--- src/rtl/mips_pkg.sv ---
// rtl/mips_pkg.sv - shared widths, forward-select codes and shadow-entry types for the hazard controller
package mips_pkg;

   localparam int REG_ADDR_W = 5;

   localparam logic [1:0] FWD_RF  = 2'b00;
   localparam logic [1:0] FWD_WB  = 2'b01;
   localparam logic [1:0] FWD_MEM = 2'b10;

   typedef struct packed {
      logic                  vld;
      logic                  rw;
      logic                  m2r;
      logic [REG_ADDR_W-1:0] dst;
      logic [REG_ADDR_W-1:0] rs;
      logic [REG_ADDR_W-1:0] rt;
   } e_entry_t;

   typedef struct packed {
      logic                  vld;
      logic                  rw;
      logic                  m2r;
      logic [REG_ADDR_W-1:0] dst;
   } m_entry_t;

   typedef struct packed {
      logic                  vld;
      logic                  rw;
      logic [REG_ADDR_W-1:0] dst;
   } w_entry_t;

   // Register 0 is hardwired, so a write to it is never a producer.
   function automatic logic writes_reg(input logic vld, input logic rw,
                                       input logic [REG_ADDR_W-1:0] dst);
      return vld & rw & (dst != '0);
   endfunction

endpackage

--- src/rtl/hazard_fwd_sel.sv ---
// rtl/hazard_fwd_sel.sv - forwarding select for one E-stage source against the M and W entries
module hazard_fwd_sel
   import mips_pkg::*;
(
   input  logic [REG_ADDR_W-1:0] src,
   input  logic                  m_vld,
   input  logic                  m_rw,
   input  logic [REG_ADDR_W-1:0] m_dst,
   input  logic                  w_vld,
   input  logic                  w_rw,
   input  logic [REG_ADDR_W-1:0] w_dst,
   output logic [1:0]            sel
);

   // The younger M result wins over W when both target the same register.
   always_comb begin
      sel = FWD_RF;
      if (writes_reg(m_vld, m_rw, m_dst) && (m_dst == src)) begin
         sel = FWD_MEM;
      end else if (writes_reg(w_vld, w_rw, w_dst) && (w_dst == src)) begin
         sel = FWD_WB;
      end
   end

endmodule

--- src/rtl/hazard_controller.sv ---
// rtl/hazard_controller.sv - 5-stage pipeline hazard sequencer; HAZARD_PERF_CNT_EN adds stall/flush counters
module hazard_controller #(
   parameter int REG_ADDR_W = mips_pkg::REG_ADDR_W
`ifdef HAZARD_PERF_CNT_EN
  ,parameter int CNT_W      = 32
`endif
) (
   input  logic                  clk,
   input  logic                  rst,
   input  logic [REG_ADDR_W-1:0] RsD,
   input  logic [REG_ADDR_W-1:0] RtD,
   input  logic [REG_ADDR_W-1:0] RdD,
   input  logic                  RegWriteD,
   input  logic                  MemtoRegD,
   input  logic                  RegDstD,
   input  logic                  BranchTakenM,
   output logic                  StallF,
   output logic                  StallD,
   output logic                  FlushD,
   output logic                  FlushE,
   output logic                  FlushM,
   output logic [1:0]            ForwardAE,
   output logic [1:0]            ForwardBE
`ifdef HAZARD_PERF_CNT_EN
  ,output logic [CNT_W-1:0]      StallCount,
   output logic [CNT_W-1:0]      FlushCount
`endif
);

   import mips_pkg::*;

   logic                  d_vld;
   e_entry_t              e_q;
   m_entry_t              m_q;
   w_entry_t              w_q;
   logic [REG_ADDR_W-1:0] dst_d;
   logic                  load_use;
   logic [1:0]            fwd_a;
   logic [1:0]            fwd_b;
   logic                  unused_m2r;

   assign dst_d      = RegDstD ? RdD : RtD;
   assign unused_m2r = m_q.m2r;

   assign load_use = d_vld & e_q.vld & e_q.m2r & e_q.rw & (e_q.dst != '0) &
                     ((e_q.dst == RsD) | (e_q.dst == RtD));

   // A taken branch discards the D/E instructions, so it overrides any load-use stall.
   always_comb begin
      StallF = 1'b0;
      StallD = 1'b0;
      FlushD = 1'b0;
      FlushE = 1'b0;
      FlushM = 1'b0;
      if (!rst) begin
         if (BranchTakenM) begin
            FlushD = 1'b1;
            FlushE = 1'b1;
            FlushM = 1'b1;
         end else if (load_use) begin
            StallF = 1'b1;
            StallD = 1'b1;
            FlushE = 1'b1;
         end
      end
   end

   hazard_fwd_sel u_fwd_a (
      .src   (e_q.rs),
      .m_vld (m_q.vld),
      .m_rw  (m_q.rw),
      .m_dst (m_q.dst),
      .w_vld (w_q.vld),
      .w_rw  (w_q.rw),
      .w_dst (w_q.dst),
      .sel   (fwd_a)
   );

   hazard_fwd_sel u_fwd_b (
      .src   (e_q.rt),
      .m_vld (m_q.vld),
      .m_rw  (m_q.rw),
      .m_dst (m_q.dst),
      .w_vld (w_q.vld),
      .w_rw  (w_q.rw),
      .w_dst (w_q.dst),
      .sel   (fwd_b)
   );

   assign ForwardAE = rst ? FWD_RF : fwd_a;
   assign ForwardBE = rst ? FWD_RF : fwd_b;

   always_ff @(posedge clk) begin
      if (rst) begin
         d_vld <= 1'b0;
         e_q   <= '0;
         m_q   <= '0;
         w_q   <= '0;
      end else begin
         w_q <= '{vld: m_q.vld, rw: m_q.rw, dst: m_q.dst};
         if (FlushM) begin
            m_q <= '0;
         end else begin
            m_q <= '{vld: e_q.vld, rw: e_q.rw, m2r: e_q.m2r, dst: e_q.dst};
         end
         if (FlushE) begin
            e_q <= '0;
         end else begin
            e_q <= '{vld: d_vld, rw: RegWriteD, m2r: MemtoRegD,
                     dst: dst_d, rs: RsD, rt: RtD};
         end
         if (FlushD) begin
            d_vld <= 1'b0;
         end else if (!StallD) begin
            d_vld <= 1'b1;
         end
      end
   end

`ifdef HAZARD_PERF_CNT_EN
   always_ff @(posedge clk) begin
      if (rst) begin
         StallCount <= '0;
         FlushCount <= '0;
      end else begin
         if (StallD && (StallCount != '1)) begin
            StallCount <= StallCount + CNT_W'(1);
         end
         if (BranchTakenM && (FlushCount != '1)) begin
            FlushCount <= FlushCount + CNT_W'(1);
         end
      end
   end
`endif

endmodule

--- config.mk ---
export PLATFORM = sky130hd
export DESIGN_NAME = hazard_controller
export DESIGN_NICKNAME = d
export VERILOG_FILES = /design/src/rtl/mips_pkg.sv /design/src/rtl/hazard_fwd_sel.sv /design/src/rtl/hazard_controller.sv
export SDC_FILE = /design/constraint.sdc
export NUM_CORES = 1
export LEC_CHECK = 0
export BUFFER_PORTS_ARGS = -buffer_cell sky130_fd_sc_hd__buf_2
export CAP_MARGIN = 20
export CORE_MARGIN = 1
export CORE_UTILIZATION = 55
export CTS_CLUSTER_DIAMETER = 200
export DETAILED_ROUTE_END_ITERATION = 10
export PLACE_DENSITY = 0.8
export SLEW_MARGIN = 10
export SYNTH_ARGS = -nofsm -noshare
export SYNTH_HDL_FRONTEND = slang
export SYNTH_SLANG_ARGS = --single-unit
export TNS_END_PERCENT = 10
--- constraint.sdc ---
create_clock -name clk -period 4 [get_ports clk]
set_input_delay 0.4 -clock clk [delete_from_list [all_inputs] [get_ports clk]]
set_output_delay 0.4 -clock clk [all_outputs]
set_load 0.02 [all_outputs]
; ---- Word-level counts from Yosys, hierarchy flattened
; Cells that the tools add are included.
[word_totals]
ff_bits = 33
in_bits = 21
wordCells = 52
[op_classes]
n_eq_ne = 6
muxes = 14
n_bitwise = 10
reduce_logical = 9
[ops]
columns = op, count
row1 = == test 5 bit, 6
row2 = nonzero test 5 bit, 3
row3 = AND 1 bit, 9
row4 = two-way mux 1 bit, 9
row5 = two-way mux 2 bit, 4
row6 = two-way mux 5 bit, 1
row7 = logical AND 1 bit, 4
row8 = OR reduction 2 bit, 2
row9 = bitwise OR 1 bit, 1

; ---- Longest topological paths before layout
; Gate-level depths: netlist (run 1).
[depth]
depth_word = 9
depth_mapped = 6

; ---- By module
; From an unflattened synthesis (run 1), not the netlist that was laid out.
[unflattened]
hier_cells = 160
area_unflattened_um2 = 1566.5
[by_module_without_submodules]
columns = mod, n_inst, cells_each, area_per_inst_um2, seq_area_each_um2
row1 = hazard_controller, 1, 122, 1251.2, 660.6
row2 = hazard_fwd_sel, 2, 19, 157.7, 0.0

; ---- Least setup slack after synthesis (run 1)
; OpenSTA, ideal clock, no wires.
[synth_path]
path_kind = register to output
from = reg m_q[0] (netlist name)
to = out ForwardAE[0]
arrival_time_ps = 1611
path_slack_ps = 1989
stages_incl_launch_ff = 5
n_path_buf = 0
cell_sequence = dfxtp_1 -> or4_1 -> o211ai_2 -> nor4_1 -> nor4_2
[synth_between]
elab_chain_cells = 5
elab_cells_between_ends = 6
cone_classes = 1 x eq/ne / 2 x mux / 1 x bitwise / 2 x reduce/logical
[synth_lines]
columns = element, line
row1 = from (decl), hazard_controller.sv:34  ; m_entry_t m_q;
row2 = from (signal assigned), hazard_controller.sv:104  ; m_q <= '{vld: e_q.vld, rw: e_q.rw, m2r: e_q.m2r, dst: e_q.dst};
row3 = nonzero test 5 bit, mips_pkg.sv:35  ; return vld & rw & (dst != '0);
row4 = AND 1 bit, mips_pkg.sv:35
row5 = logical AND 1 bit (*), hazard_fwd_sel.sv:18  ; if (writes_reg(m_vld, m_rw, m_dst) && (m_dst == src)) begin
row6 = two-way mux 2 bit (*), hazard_fwd_sel.sv:18
row7 = two-way mux 2 bit (*), hazard_controller.sv:90  ; assign ForwardAE = rst ? FWD_RF : fwd_a;
row8 = to (decl), hazard_controller.sv:22  ; output logic [1:0] ForwardAE,
; Every way passes the cells marked *; elsewhere a longest branch is shown, timed or not.

; ---- Worst setup path in the final report (run 1)
[layout_path]
from = reg e_q[10] (netlist name)
to = out StallD
[layout_between]
elab_chain_cells = 6
elab_cells_between_ends = 9
cone_classes = 2 x eq/ne / 3 x mux / 3 x bitwise / 1 x reduce/logical
[layout_lines]
columns = element, line
row1 = from (decl), hazard_controller.sv:33  ; e_entry_t e_q;
row2 = from (signal assigned), hazard_controller.sv:109  ; e_q <= '{vld: d_vld, rw: RegWriteD, m2r: MemtoRegD,
row3 = == test 5 bit / nonzero test 5 bit (equally long branches), "hazard_controller.sv:46, hazard_controller.sv:45"
row4 = bitwise OR 1 bit / AND 1 bit (equally long branches), "hazard_controller.sv:46, hazard_controller.sv:45"
row5 = AND 1 bit (*), hazard_controller.sv:45  ; assign load_use = d_vld & e_q.vld & e_q.m2r & e_q.rw & (e_q.dst != '0) &
row6 = two-way mux 1 bit (*), hazard_controller.sv:60  ; end else if (load_use) begin
row7 = two-way mux 1 bit (*), hazard_controller.sv:56  ; if (BranchTakenM) begin
row8 = two-way mux 1 bit (*), hazard_controller.sv:55  ; if (!rst) begin
row9 = to (decl), hazard_controller.sv:18  ; output logic StallD,
; Marked as above.

==> results of run 1 <==
[area by class of cell]
| class | instances | area, um2 |
|---|---|---|
| fill | 202 | 790 |
| tap | 30 | 37.5 |
| multi-input combinational | 108 | 733 |
| sequential | 33 | 661 |
| timing repair buffer | 32 | 168 |
| inverter | 1 | 3.75 |
| clock buffer | 7 | 55.1 |
| clock inverter | 1 | 30.0 |
[cells in the final DEF (no fill, tap or decap), types with 2 or more instances in the layout]
cell / Yosys / final
nor4_1: 2 / 2
xor2_1: 12 / 12
mux2i_1: 5 / 5
or4_1: 3 / 3
dfxtp_1: 33 / 33
xnor2_1: 18 / 18
buf_4: 2 / 3
nor3_1: 3 / 3
clkbuf_4: 0 / 5
a21oi_1: 14 / 14
nand3_1: 5 / 5
nor2b_1: 8 / 8
nor2_1: 2 / 2
nand2_1: 15 / 15
a2111oi_0: 5 / 5
and2_1: 9 / 9
buf_2: 3 / 29
[power by group through the flow]
stage	registers [uW]	logic [uW]	clock network [uW]
4_1_cts	348	65.0	261
5_1_grt	349	71.6	283
2_1_floorplan	353	42.8	0
3_5_place_dp	356	64.4	0
3_3_place_gp	355	62.1	0
6_report	348	65.4	258
[how the worst max path moves through the flow]
stage / endpoint
after floorplan: ForwardAE[0]
after CTS: StallD
final: StallD
after global routing: StallD
after global placement: StallD
after detailed placement: ForwardAE[0]
[per-layer routing]
layer  wire, um  global-route usage
met2       1420               0.413
met4         74               0.118
met1       1180               0.266
met3        172              0.0862
met5          0                   0
[stage by stage]
| step | hold slack, ns | cell area (um2) |
|---|---|---|
| after global placement | 0.420 | 1600 |
| final | 0.273 | 1690 |
| after detailed placement | 0.424 | 1600 |
| after global routing | 0.247 | 1690 |
| after CTS | 0.261 | 1690 |
| after floorplan | 0.412 | 1450 |
[worst max-delay path, stage by stage (launching register included)]
cell	delay [ns]
dfxtp_1	0.44
nor3_1	0.08
a21oi_1	0.64
buf_4	0.29
and3_1	0.18
buf_2	0.16
[logic make-up after synthesis]
kind of cell              count (synthesis)  synth area share
AOI/OAI and AO/OA                        23             0.104
buffers and inverters                    11            0.0363
xor gates and xnor gates                 30             0.182
DFF                                      33             0.457
muxes                                     5            0.0346
and+or+nand+nor                          50             0.187
[sequential cells by signal, indices dropped and copies added (netlist names)]
register,cells
e_q,18
m_q,7
w_q,7
d_vld,1
==> flow_summary.ini, run 1 <==
[setup_path]
path_max_fanout = 11
rrSetupSlack_ns = 2.27
path_class = flop to output pin
critPathLaunch = e_q[10]$_SDFF_PP0_
worst_setup_path_end_kind = output pin
worstPathRequired_ns = 3.60
crit_arrival_ns = 2.13
ff2ff_path_depth = 5
critPathLaunchType = flop
reg2reg_from = e_q[12]$_SDFF_PP0_
reg2reg_to = e_q[17]$_SDFF_PP0_

[synth]
synth.most_common_cell = dfxtp_1
ys_ff_latch = 33
syn_area_mm2 = 0.00145
synth_warnings = 0
synth_edf_count = 0
synthTopCellsByCount = dfxtp_1 (33), xnor2_1 (18), nand2_1 (15)
synthCells = 152
avgSynthCellArea_um2 = 9.52
ys_async_sr_fraction = 0
synth_seq_area_share = 0.457
synth_top_area_cell = dfxtp_1
synthTopCellsByArea = dfxtp_1 (46%), xnor2_1 (11%), xor2_1 (7.3%)
yosysUniqueCellTypes = 25
dominantRegCellSynth = dfxtp_1
synth_top_area_frac = 0.457
synth_fp_nets = 173

[die]
fp-row-count = 18
die_h_um = 53.3
die_w_um = 53.3
ios = 30
initial_core_util = 0.584
fp.dieArea_mm2 = 0.00284
core_mm2 = 0.00248

[place]
place_congestion = 0.877
dp.cells = 204
place.detailed.hpwl_um = 2120
io_buffers = 29
place_ws_ns = 1.83

[routing]
route.detailed.drc = 0
wl_per_cell_um = 13.4
drt_wl_total_um = 2840
drt_iter0_markers = 19
vias = 1150
postRouteAntennaNets = 0
dr.pass1.iters = 4
vias_per_cell = 5.42

[power]
switching_power_uw = 152
powerDensity_mw_per_mm2 = 397
p_sw_frac = 0.226
clock_power_share = 0.384
power.internal_uw = 519
p_total_uw = 671
seqPwrFrac = 0.519
total_leakage_power_uw = 0.000775
peakVddDrop_v = 0.000322
power_frac_comb = 0.097

[layout]
final_util = 0.681
diodes = 0
fin_nets = 202
area_delta_synth_final_pct = 16.7
finalNonFillerCells = 212
drive_above_1_share = 0.231

[min_path]
hold_end = e_q[16]$_SDFF_PP0_
hold_class = input port to flop
min_from = RegWriteD
hold_path_depth = 3

[sta]
slew_violations = 0
max_freq_ghz = 0.395
fin_skew_ns = 0.00659
worst_pin_slew_ns = 0.782
final.min_clock_period_ns = 2.53
tns_ns = 0
timing.final.ws_setup_ns = 1.47
rsz0062_at_grt = false
setup_viol = 0
hold_viol_final = 0
period_share = 0.632
slew_headroom = 0.479

[cts]
clkLatencyLatePin_ns = 0.34
cts-root-buf = clkbuf_4
cts_buffers = 5
cts_tree = yes
clock_sinks = 33
clockBufferDepth = 2
post_cts_buffers = 0
h-tree-depth = 2
cts_resized = 0
cts_hold_buffers = 0
clk_pin_slew_worst_paths_ns = 0.10

[flow_run]
max_cap_violations = 0

[global_route]
grt_usage = 0.244
grt_max_degree = 22
antenna_found_initial = 0
grt_pass1_vias = 1099
grt_pass1_wl_um = 4720
grt-ovfl-total = 0

[run_status]
status = finished clean
Note: power is estimated with default switching activity, not from simulation.
==> inputs of run 2 (changes only) <==
Settings changed: CORE_UTILIZATION 55 to 48, PLACE_DENSITY 0.8 to 0.74.
Clock period 4 ns to 2.1 ns, I/O delays scaled along.
==> flow_summary.ini, run 2 (same netlist as run 1, synthesis figures left out) <==
[layout]
largest_register_ffs = 18
diodes = 0
reg_top3 = e_q x18, m_q x7, w_q x7
drive_above_1_share = 0.326
final_cell_mix = buf_2 (29), dfxtp_1 (27), xnor2_1 (18), nand2_1 (15), a21oi_1 (13)
area_delta_synth_final_pct = 21.6
finalNonFillerCells = 221
fin_nets = 210
registers.top_by_ff_count = e_q
final_common_cell = buf_2

[routing]
route.detailed.drc = 1
vias_per_cell = 5.46
drt_wl_total_um = 3290
postRouteAntennaNets = 0
dr.pass1.iters = 7
wl_per_cell_um = 14.9
drt_iter0_markers = 33
vias = 1206

[sta]
rsz0062_at_grt = true
fin_skew_ns = 0.0120
timing.final.ws_setup_ns = -0.0514
setup_viol = 1
slew_headroom = 0.730
period_share = 1.02
hold_viol_final = 0
final.min_clock_period_ns = 2.15
slew_violations = 0
worst_pin_slew_ns = 0.394
max_freq_ghz = 0.465

[cts]
cts_tree = yes
cts-root-buf = clkbuf_4
clk_pin_slew_worst_paths_ns = 0.10
clock_sinks = 33
clkLatencyLatePin_ns = 0.33
clockBufferDepth = 2
h-tree-depth = 2
cts_buffers = 5

[power]
power.internal_uw = 836
peakVddDrop_v = 0.000531
clock_power_share = 0.294
seqPwrFrac = 0.587
total_leakage_power_uw = 0.000808
switching_power_uw = 293
power_frac_comb = 0.119
p_sw_frac = 0.259
powerDensity_mw_per_mm2 = 642
p_total_uw = 1130

[place]
place_congestion = 0.894
place_ws_ns = 0.253
place.detailed.hpwl_um = 2400
dp.cells = 206
io_buffers = 29

[setup_path]
worstPathRequired_ns = 1.89
rrSetupSlack_ns = 0.61
cp_common_cell = nor4_2
path_class = flop to output pin
max_stage_delay_ns = 0.53
reg2reg_to = e_q[14]$_SDFF_PP0_
critPathLaunchType = flop
crit_arrival_ns = 1.94
worst_setup_path_end_kind = output pin
crit_chain = or4_4 > o211ai_2 > nor4_2 > nor4_2 > buf_2
ff2ff_path_depth = 5
slowest_stage = or4_4
path_max_fanout = 3
reg2reg_from = e_q[11]$_SDFF_PP0_

[global_route]
grt_pass1_wl_um = 5360
antenna_found_initial = 0
grt-ovfl-total = 0
grt_max_degree = 23
grt_pass1_vias = 1195
grt_usage = 0.225

[die]
die_h_um = 56.9
die_w_um = 56.9
initial_core_util = 0.516
ios = 30
fp-row-count = 19
fp.dieArea_mm2 = 0.00324
core_mm2 = 0.00281

[min_path]
min_from = RegWriteD
hold_path_depth = 3
hold_class = input port to flop
hold_end = e_q[16]$_SDFF_PP0_

[run_status]
status = complete, but fails checks
violations = design-rule violations, negative setup slack

[flow_run]
max_cap_violations = 0
==> run 2: cell types whose count changed in the layout (fill, tap and decap cells not counted), sizes merged <==
cell    before  now
buf         32   40
clkbuf       7    6
bufinv       1    0
clkinv       0    2
==> run 2: cell type report <==
cell class | count | area, um2
Timing Repair Buffer | 40 | 231
Fill cell | 243 | 1050
Clock inverter | 2 | 10.0
Clock buffer | 6 | 41.3
Tap cell | 31 | 38.8
Inverter | 1 | 3.75
Multi-Input combinational cell | 108 | 763
Sequential cell | 33 | 671
==> run 2: how the worst max path moves through the flow <==
| stage | startpoint | to | slack, ns |
|---|---|---|---|
| floorplan | m_q[0]$_SDFF_PP0_ | ForwardAE[0] | 0.28 |
| global placement | m_q[0]$_SDFF_PP0_ | ForwardAE[0] | 0.33 |
| detailed placement | rst | ForwardAE[0] | 0.25 |
| CTS | w_q[4]$_SDFF_PP0_ | ForwardAE[0] | -0.06 |
| global route | m_q[0]$_SDFF_PP0_ | ForwardAE[0] | -0.14 |
| finish | m_q[0]$_SDFF_PP0_ | ForwardAE[0] | -0.05 |
==> run 2: timing repair <==
| item | 4_1_cts | 5_1_grt |
|---|---|---|
| resized for setup | 11 | 3 |
| hold buffers | 0 | 0 |
| pin swaps | 4 | 3 |
| setup endpoints to repair | 1 | 6 |
| setup buffers | 5 | 2 |
==> run 2: critical path, delay by kind of cell (launching register included) <==
kind,cells,cell delay (ns)
DFF,1,0.35
buffers and inverters,1,0.20
and+or+nand+nor,3,0.87
AOI/OAI and AO/OA,1,0.21
==> run 2: routing by layer <==
layer / track usage / up-vias / share of wire
li1: - / 592 / -
met1: 0.233 / 541 / 0.39
met2: 0.393 / 58 / 0.51
met3: 0.0691 / 15 / 0.059
met4: 0.136 / 0 / 0.047
met5: 0 / - / 0
==> run 2: through the flow <==
stage | hold slack [ns] | TNS, ns | area (um2) | utilization
2_1_floorplan | 0.293 | 0 | 1450 | -
6_report | 0.0831 | -0.0514 | 1760 | 0.627
5_1_grt | 0.0843 | -0.188 | 1760 | 0.627
4_1_cts | 0.0726 | -0.0579 | 1730 | 0.618
3_3_place_gp | 0.420 | 0 | 1610 | 0.574
3_5_place_dp | 0.422 | 0 | 1610 | 0.574
==> run 2: power groups by stage <==
stage | clock (uW) | combinational [uW] | sequential, uW
after CTS | 338 | 129 | 664
after floorplan | 0 | 81.5 | 673
final | 331 | 135 | 663
after global placement | 0 | 119 | 677
after detailed placement | 0 | 124 | 679
after global routing | 376 | 147 | 665
==> inputs of run 3 (changes only) <==
==> constraint.sdc (replaced) <==
create_clock -name clk -period 2.1 [get_ports clk]
set_input_delay 0.63 -clock clk [delete_from_list [all_inputs] [get_ports clk]]
set_output_delay 0.63 -clock clk [all_outputs]
set_load 0.02 [all_outputs]
==> flow_summary.ini, run 3 (same netlist as run 1, synthesis figures left out) <==
[run_status]
status = complete, but fails checks
violations = design-rule violations, negative setup slack

[power]
switching_power_uw = 293
powerDensity_mw_per_mm2 = 614
total_leakage_power_uw = 0.000864
power.internal_uw = 887
p_sw_frac = 0.249
p_total_uw = 1180
clock_power_share = 0.297
power_frac_comb = 0.140
peakVddDrop_v = 0.000478
seqPwrFrac = 0.563

[global_route]
grt_pass1_vias = 1151
antenna_found_initial = 0
grt_pass1_wl_um = 5120
grt_max_degree = 22
grt_usage = 0.211
grt-ovfl-total = 0

[setup_path]
path_class = flop to output pin
crit_arrival_ns = 1.89
path_max_fanout = 2
worstPathRequired_ns = 1.47
worst_setup_path_end_kind = output pin
critPathLaunchType = flop

[die]
fp-row-count = 19
core_mm2 = 0.00281
die_w_um = 56.9
ios = 30
initial_core_util = 0.516
fp.dieArea_mm2 = 0.00324
die_h_um = 56.9

[layout]
reg_top3 = e_q x18, m_q x7, w_q x7
final_area_mm2 = 0.00192
diodes = 0
drive_above_1_share = 0.389
regArea_um2 = 669
num-fill-cells = 209
final_common_cell = dfxtp_1
final_cell_mix = dfxtp_1 (26), buf_4 (25), buf_2 (24), nand2_1 (15)
area_delta_synth_final_pct = 32.9
largest_register_ffs = 18
registers.top_by_ff_count = e_q
multiInputGateArea_um2 = 847
fin_nets = 219

[place]
place.detailed.hpwl_um = 2430
place_ws_ns = -0.333
io_buffers = 29
place_congestion = 0.914
dpl_cell_area_mm2 = 0.00175

[sta]
timing.final.ws_setup_ns = -0.423
worst_pin_slew_ns = 0.393
hold_viol_final = 0
slew_headroom = 0.731
setup_viol = 7
slew_violations = 0
tns_ns = -1.84
fin_skew_ns = 0.0100
max_freq_ghz = 0.396
rsz0062_at_grt = true
period_share = 1.20
worst_hold_slack_ns = 0.452
final.min_clock_period_ns = 2.52

[cts]
cts-root-buf = clkbuf_4
clock_sinks = 33
clockBufferDepth = 2
clkLatencyLatePin_ns = 0.33
clk_pin_slew_worst_paths_ns = 0.10
cts_tree = yes
h-tree-depth = 2
cts_buffers = 5
cts_hold_buffers = 0
post_cts_buffers = 0

[routing]
wl_per_cell_um = 13.8
route.detailed.drc = 2
drt_iter0_markers = 37
dr.pass1.iters = 7
vias = 1203
drt_wl_total_um = 3170
postRouteAntennaNets = 0
vias_per_cell = 5.25

[min_path]
hold_class = flop to flop

[flow_run]
max_cap_violations = 0
## run 3: cell count changes in the layout (fill, tap and decap cells not counted), sizes merged
cell    before  now
buf         40   49
clkinv       2    0
clkbuf       6    7
## run 3: area by class of cell
| class | count | share of cell area |
|---|---|---|
| clock buffer | 7 | 0.0286 |
| timing repair buffer | 49 | 0.160 |
| multi-input combinational | 108 | 0.441 |
| tap | 31 | 0.0202 |
| sequential | 33 | 0.348 |
| inverter | 1 | 0.00195 |
## run 3: per-layer routing
metal  part of all wire  vias to the layer above  global-route usage
li1                   -                      604                   -
met1               0.40                      545               0.218
met2               0.51                       41               0.382
met3              0.051                       13              0.0553
met4              0.032                        0               0.115
met5                  0                        -                   0
## run 3: worst paths after layout
kind                        endpoint  cells after the start          startpoint  slack [ns]
hold / removal    e_q[17]$_SDFF_PP0_                      2  d_vld$_SDFFE_PP0N_        0.45
hold reg to reg   e_q[17]$_SDFF_PP0_                      2  d_vld$_SDFFE_PP0N_        0.45
setup / recovery        ForwardAE[0]                      5   m_q[3]$_SDFF_PP0_       -0.42
setup reg to reg  e_q[13]$_SDFF_PP0_                      4  e_q[10]$_SDFF_PP0_        0.63
## run 3: timing repair
action	4_1_cts	5_1_grt
pin swaps	8	6
gates resized for setup	12	14
endpoints found under the setup margin	7	7
## run 3: power groups by stage
stage	Combinational, uW	Sequential (uW)	Clock, uW
finish	166	664	350
global route	181	666	387
CTS	155	662	354
detailed placement	144	676	0
global placement	139	676	0
floorplan	82.7	673	0
## run 3: stage by stage
step / util / std cells
2_1_floorplan: - / 152
3_3_place_gp: 0.624 / 222
3_5_place_dp: 0.624 / 222
4_1_cts: 0.664 / 229
5_1_grt: 0.685 / 229
6_report: 0.685 / 229
## run 3: worst max-delay path: stages, from the launching register on
cell	delay, ns
dfxtp_2	0.33
or4_4	0.54
o211ai_4	0.25
nor4_4	0.07
nor4_4	0.20
buf_4	0.17
